<file path="src/rtl/masked_share_encoder.sv">
// masked_share_encoder: splits plaintext operand bits a/b into two Boolean
// shares using mask bits from an internal 32-bit LFSR, and emits the shares
// plus three refresh bits in one registered output beat.
module masked_share_encoder #(
    parameter logic [31:0] SEED          = 32'h0000_0001,
    parameter logic [31:0] TAPS          = 32'h8020_0003,
    parameter int unsigned WARMUP_CYCLES = 32
) (
    input  logic        clk,
    input  logic        rst,
    input  logic        in_valid,
    output logic        in_ready,
    input  logic        a,
    input  logic        b,
    input  logic        reseed_req,
    input  logic [31:0] seed_in,
    output logic        out_valid,
    input  logic        out_ready,
    output logic        input1_0,
    output logic        input1_1,
    output logic        input2_0,
    output logic        input2_1,
    output logic        r0,
    output logic        r1,
    output logic        r2,
    output logic        busy
);

    typedef enum logic {
        S_WARMUP,
        S_RUN
    } state_t;

    // An all-zero LFSR would lock up, so zero seeds are replaced by 1.
    localparam logic [31:0] SEED_EFF    = (SEED == '0) ? 32'h0000_0001 : SEED;
    localparam logic [31:0] WARM_LAST   = WARMUP_CYCLES - 1;
    localparam state_t      START_STATE = (WARMUP_CYCLES == 0) ? S_RUN : S_WARMUP;

    state_t      state;
    state_t      state_nxt;
    logic [31:0] lfsr;
    logic [31:0] lfsr_next;
    logic [31:0] warm_cnt;
    logic        accept;

    assign lfsr_next = {lfsr[30:0], ^(lfsr & TAPS)};
    assign accept    = in_valid & in_ready;

    // State register.
    always_ff @(posedge clk or posedge rst) begin
        if (rst) begin
            state <= START_STATE;
        end else begin
            state <= state_nxt;
        end
    end

    // Next-state decode plus handshake/status outputs.
    always_comb begin
        state_nxt = state;
        in_ready  = 1'b0;
        busy      = 1'b0;
        case (state)
            S_WARMUP: begin
                busy = 1'b1;
                if (warm_cnt == WARM_LAST) begin
                    state_nxt = S_RUN;
                end
            end
            S_RUN: begin
                in_ready = !reseed_req && (!out_valid || out_ready);
            end
            default: begin
                state_nxt = START_STATE;
            end
        endcase
        if (reseed_req) begin
            state_nxt = START_STATE;
        end
    end

    // LFSR, warmup counter and registered output beat.
    always_ff @(posedge clk or posedge rst) begin
        if (rst) begin
            lfsr      <= SEED_EFF;
            warm_cnt  <= '0;
            out_valid <= 1'b0;
            input1_0  <= 1'b0;
            input1_1  <= 1'b0;
            input2_0  <= 1'b0;
            input2_1  <= 1'b0;
            r0        <= 1'b0;
            r1        <= 1'b0;
            r2        <= 1'b0;
        end else if (reseed_req) begin
            // Reseed wins over everything; a pending beat is dropped.
            lfsr      <= (seed_in == '0) ? 32'h0000_0001 : seed_in;
            warm_cnt  <= '0;
            out_valid <= 1'b0;
        end else if (state == S_WARMUP) begin
            lfsr     <= lfsr_next;
            warm_cnt <= (warm_cnt == WARM_LAST) ? '0 : warm_cnt + 32'd1;
            if (out_ready) begin
                out_valid <= 1'b0;
            end
        end else if (accept) begin
            lfsr      <= lfsr_next;
            input1_0  <= a ^ lfsr[0];
            input1_1  <= lfsr[0];
            input2_0  <= b ^ lfsr[1];
            input2_1  <= lfsr[1];
            r0        <= lfsr[2];
            r1        <= lfsr[3];
            r2        <= lfsr[4];
            out_valid <= 1'b1;
        end else if (out_ready) begin
            out_valid <= 1'b0;
        end
    end

endmodule

</file>
<file path="config.mk">
export PLATFORM = sky130hd
export DESIGN_NAME = masked_share_encoder
export DESIGN_NICKNAME = d
export VERILOG_FILES = /design/src/rtl/masked_share_encoder.sv
export SDC_FILE = /design/constraint.sdc
export NUM_CORES = 1
export LEC_CHECK = 0
export BUFFER_PORTS_ARGS = -buffer_cell sky130_fd_sc_hd__buf_2
export CAP_MARGIN = 10
export CORE_AREA = 8 8 125 104
export CTS_CLUSTER_SIZE = 16
export DETAILED_ROUTE_END_ITERATION = 8
export DIE_AREA = 0 0 133 112
export PLACE_DENSITY = 0.62
export SLEW_MARGIN = 20
export SYNTH_ARGS = -nofsm -noshare
export SYNTH_HDL_FRONTEND = slang
export SYNTH_SLANG_ARGS = --single-unit
</file>
<file path="constraint.sdc">
create_clock -name clk -period 3.1 [get_ports clk]
set_input_delay 0.31 -clock clk [delete_from_list [all_inputs] [get_ports clk]]
set_output_delay 0.31 -clock clk [all_outputs]
set_load 0.1 [all_outputs]
</file>
==> summary.md <==
| Metric | Value |
|---|---|
| Fraction of registers with async set/reset | 100.0% |
| Ant. Diodes | 0 |
| Worst hold slack | 0.1219 ns |
| Commonest cells in the netlist | dfrtp_1, nand2_1, o21ai_0 |
| Clock buffer depth | 2 |
| Setup tns final | 0 ns |
| Setup Viol. Count Final | 0 |
| Routed WL per cell | 16.43 um |
| Power density cells | 537.8 mW/mm^2 |
| Skew-Pair Late Insertion Delay | 0.33 ns |
| Max VDD drop | 0.0003110 V |
| Crit path time final | 2.519 ns |
| Post-synth EDFFs | 0 |
| Mux cell area share after synthesis | 6.554% |
| Maximum clock rate | 397.0 MHz |
| Max Slew Vio Count | 0 |
| Ys Warns | 0 |
| Total Nets Final | 486 |
| Share of the synthesized area in the top cell type | 47.90% |
| Final period util | 81.25% |
| Sequential fraction of the synthesis area | 48.60% |
| Core Footprint | 0.01108 sq mm |
| Synth Area in XOR/XNOR | 2.794% |
| # rows | 35 |
| Synth area leaders | dfrtp_1, nand2_1, mux2i_1 |
| Htree depth | 3 |
| Die Y | 112 um |
| Least-Margin Pin Slew | 0.8251 ns |
| CTS tree | done |
| Hold buffers post-CTS | 0 |
| # IOs | 49 |
| Yosys reg bits | 73 |
| Placed instance area | 0.004175 sq mm |
| Met1 usage | 18.49% |
| Largest net degree at the start of global routing | 52 |
| Simple-Gate Fraction of Synth Area | 21.42% |
| Cells after Synth | 400 |
| Ys flop type | dfrtp_1 |
| Initial antenna violation count | 0 |
| Post-CTS Resized | 0 |
| Initial DRT Pass Iterations | 6 |
| # DRC | 0 |
| Port Buffer Count | 48 |
| CTS Buf Count | 9 |
| DP HPWL | 6913 um |
| Clock tree root driver cell | clkbuf_16 |
| Worst Setup End Kind | flop |
| TritonCTS Sinks | 73 |
| Design area | 0.004482 sq mm |
| DR vias/cell | 5.431 |
| GR Util All Layers | 13.45% |
| Initial Util | 33.95% |
| GR peak layer | met2 |
| Reg clk slew, reported paths | 0.06 ns |
| Share of cells above drive strength 1 | 20.18% |
| Vias in the first global route | 3187 |
| Hold Vio Cnt, Final | 0 |
| Status | complete, no violations |
| Crit Path Class | flop to flop |
| Post-synth cell types | 46 |
| Global-route wire length before repair | 16480 um |
| Syn Area/Cell | 9.403 sq um |
| Die X | 133 um |
| Setup Buffers After CTS | 0 |
| Grt met2 use | 20.20% |
| Worst clock skew | 0.005530 ns |
| Max Cap Violations | 0 |
| 1st-iter DRT viols | 229 |
| Synth Cell Area | 0.003761 sq mm |
| Gpl congestion | 0.7922 |
| Critical Path AT | 2.77 ns |
| Die ar. | 0.01490 sq mm |
| CP Launch Type | flop |
| Max FO, Critical Path | 13 |
| Vias | 3253 |
| Mapped Nets | 440 |
| Routed wire length | 9842 um |
| Slew headroom | 44.57% |
| Post-route ant nets | 0 |
| Area grow syn2layout | 19.16% |
| Hold WC Path Type | input port to async pin |
| Largest family of logic cells by synthesized area | simple AND/OR/NAND/NOR gates |
| GR Util met3 | 3.060% |
| Compound-cell area share of the yosys netlist | 16.90% |
| Top-count cell post-synth | dfrtp_1 |
| Worst path required time | 3.35 ns |
| Static Leak | 1.927 nW |
| RSZ-0062 raised after global routing | no |
| Largest area contributor in the netlist | dfrtp_1 |
| Post-Synth Adder-Cell Area | 0.3327% |
| Total gr overflow | 0 |
==> routing by layer <==
layer	routed length (um)	share of wire (%)	up-vias
met5	0	0	-
met4	132	1.3	0
met3	435	4.4	9
met2	4466	45	97
met1	4808	49	1577
li1	-	-	1570
==> worst paths after layout <==
kind / start / end / cells after the start / slack, ns
setup / recovery: warm_cnt[0]$_DFFE_PP0P_ / warm_cnt[26]$_DFFE_PP0P_ / 7 / 0.58
hold / removal: rst / warm_cnt[0]$_DFFE_PP0P_ / 2 / 0.12
setup reg to reg: warm_cnt[0]$_DFFE_PP0P_ / warm_cnt[26]$_DFFE_PP0P_ / 7 / 0.58
hold reg to reg: lfsr[5]$_DFFE_PP0P_ / lfsr[5]$_DFFE_PP0P_ / 2 / 0.48
max in group asynchronous: rst / lfsr[0]$_DFFE_PP1P_ / 3 / 2.17
min in group clk: b / input2_0$_DFFE_PP0P_ / 3 / 0.27
==> state kept, by name (all words and copies together) (netlist names) <==
name       count
out_valid      1
warm_cnt      32
input1_1       1
r2             1
r0             1
input1_0       1
lfsr          32
input2_0       1
state          1
r1             1
input2_1       1
==> placed cells by master (no fill, tap or decap), types with 4 or more instances in the layout <==
| cell type | synthesis | routed |
|---|---|---|
| a21oi_1 | 13 | 12 |
| a221oi_1 | 12 | 12 |
| a31oi_1 | 21 | 21 |
| and3_1 | 4 | 4 |
| and4_1 | 4 | 4 |
| buf_2 | 6 | 48 |
| buf_4 | 0 | 9 |
| clkbuf_16 | 0 | 9 |
| dfrtp_1 | 72 | 72 |
| inv_1 | 8 | 7 |
| mux2_2 | 5 | 5 |
| mux2i_1 | 19 | 19 |
| nand2_1 | 57 | 57 |
| nand3_1 | 15 | 15 |
| nand4_1 | 11 | 11 |
| nor2_1 | 32 | 32 |
| nor3_1 | 4 | 4 |
| nor4_1 | 19 | 19 |
| o21ai_0 | 35 | 35 |
| xnor2_1 | 6 | 6 |
| xor2_1 | 6 | 6 |
==> cell type report <==
type                    instances  area, sq um
fillers                      1094         6598
well taps                     148        185.2
flip-flops and latches         73         1828
multi-input cells             297         1824
repair buffers                 57        307.8
clock buffers                  10        239.0
inverters                       8        30.03
clock inverters                 6        67.56
==> per-stage QoR <==
stage / worst slack, ns / utilization (%) / cells / total power, mW
6_report: 0.5813 / 40.45 / 599 / 2.410
2_1_floorplan: 0.8863 / - / 400 / 1.275
3_3_place_gp: 0.6470 / 37.68 / 583 / 1.359
4_1_cts: 0.5909 / 40.45 / 599 / 2.434
5_1_grt: 0.4568 / 40.45 / 599 / 2.514
3_5_place_dp: 0.6013 / 37.68 / 583 / 1.366
==> worst max-delay path, stage by stage (launching register included) <==
cell and delay, ns:
dfrtp_1 0.43, ha_1 0.27, and4_1 0.30, and4_2 0.30, a211oi_4 0.52, buf_4 0.28
a41oi_1 0.14, a31oi_1 0.19
==> power breakdown <==
part           internal (mW)  leakage (nW)  switching (mW)  total, mW
clock                  0.646         0.145           0.414       1.06
sequential              1.02         0.944          0.0619       1.09
combinational          0.106         0.838           0.159      0.264
==> cells by family (layout without fill, tap and decap cells) <==
group                      Yosys count  count (layout)
AOI/OAI and AO/OA                   99              99
and+or+nand+nor                    161             161
DFF                                 73              73
muxes                               24              24
adders and majority gates            1               1
xor gates and xnor gates            12              12
buffers and inverters               30              81
No activity file was read; power rests on OpenSTA's default activity.
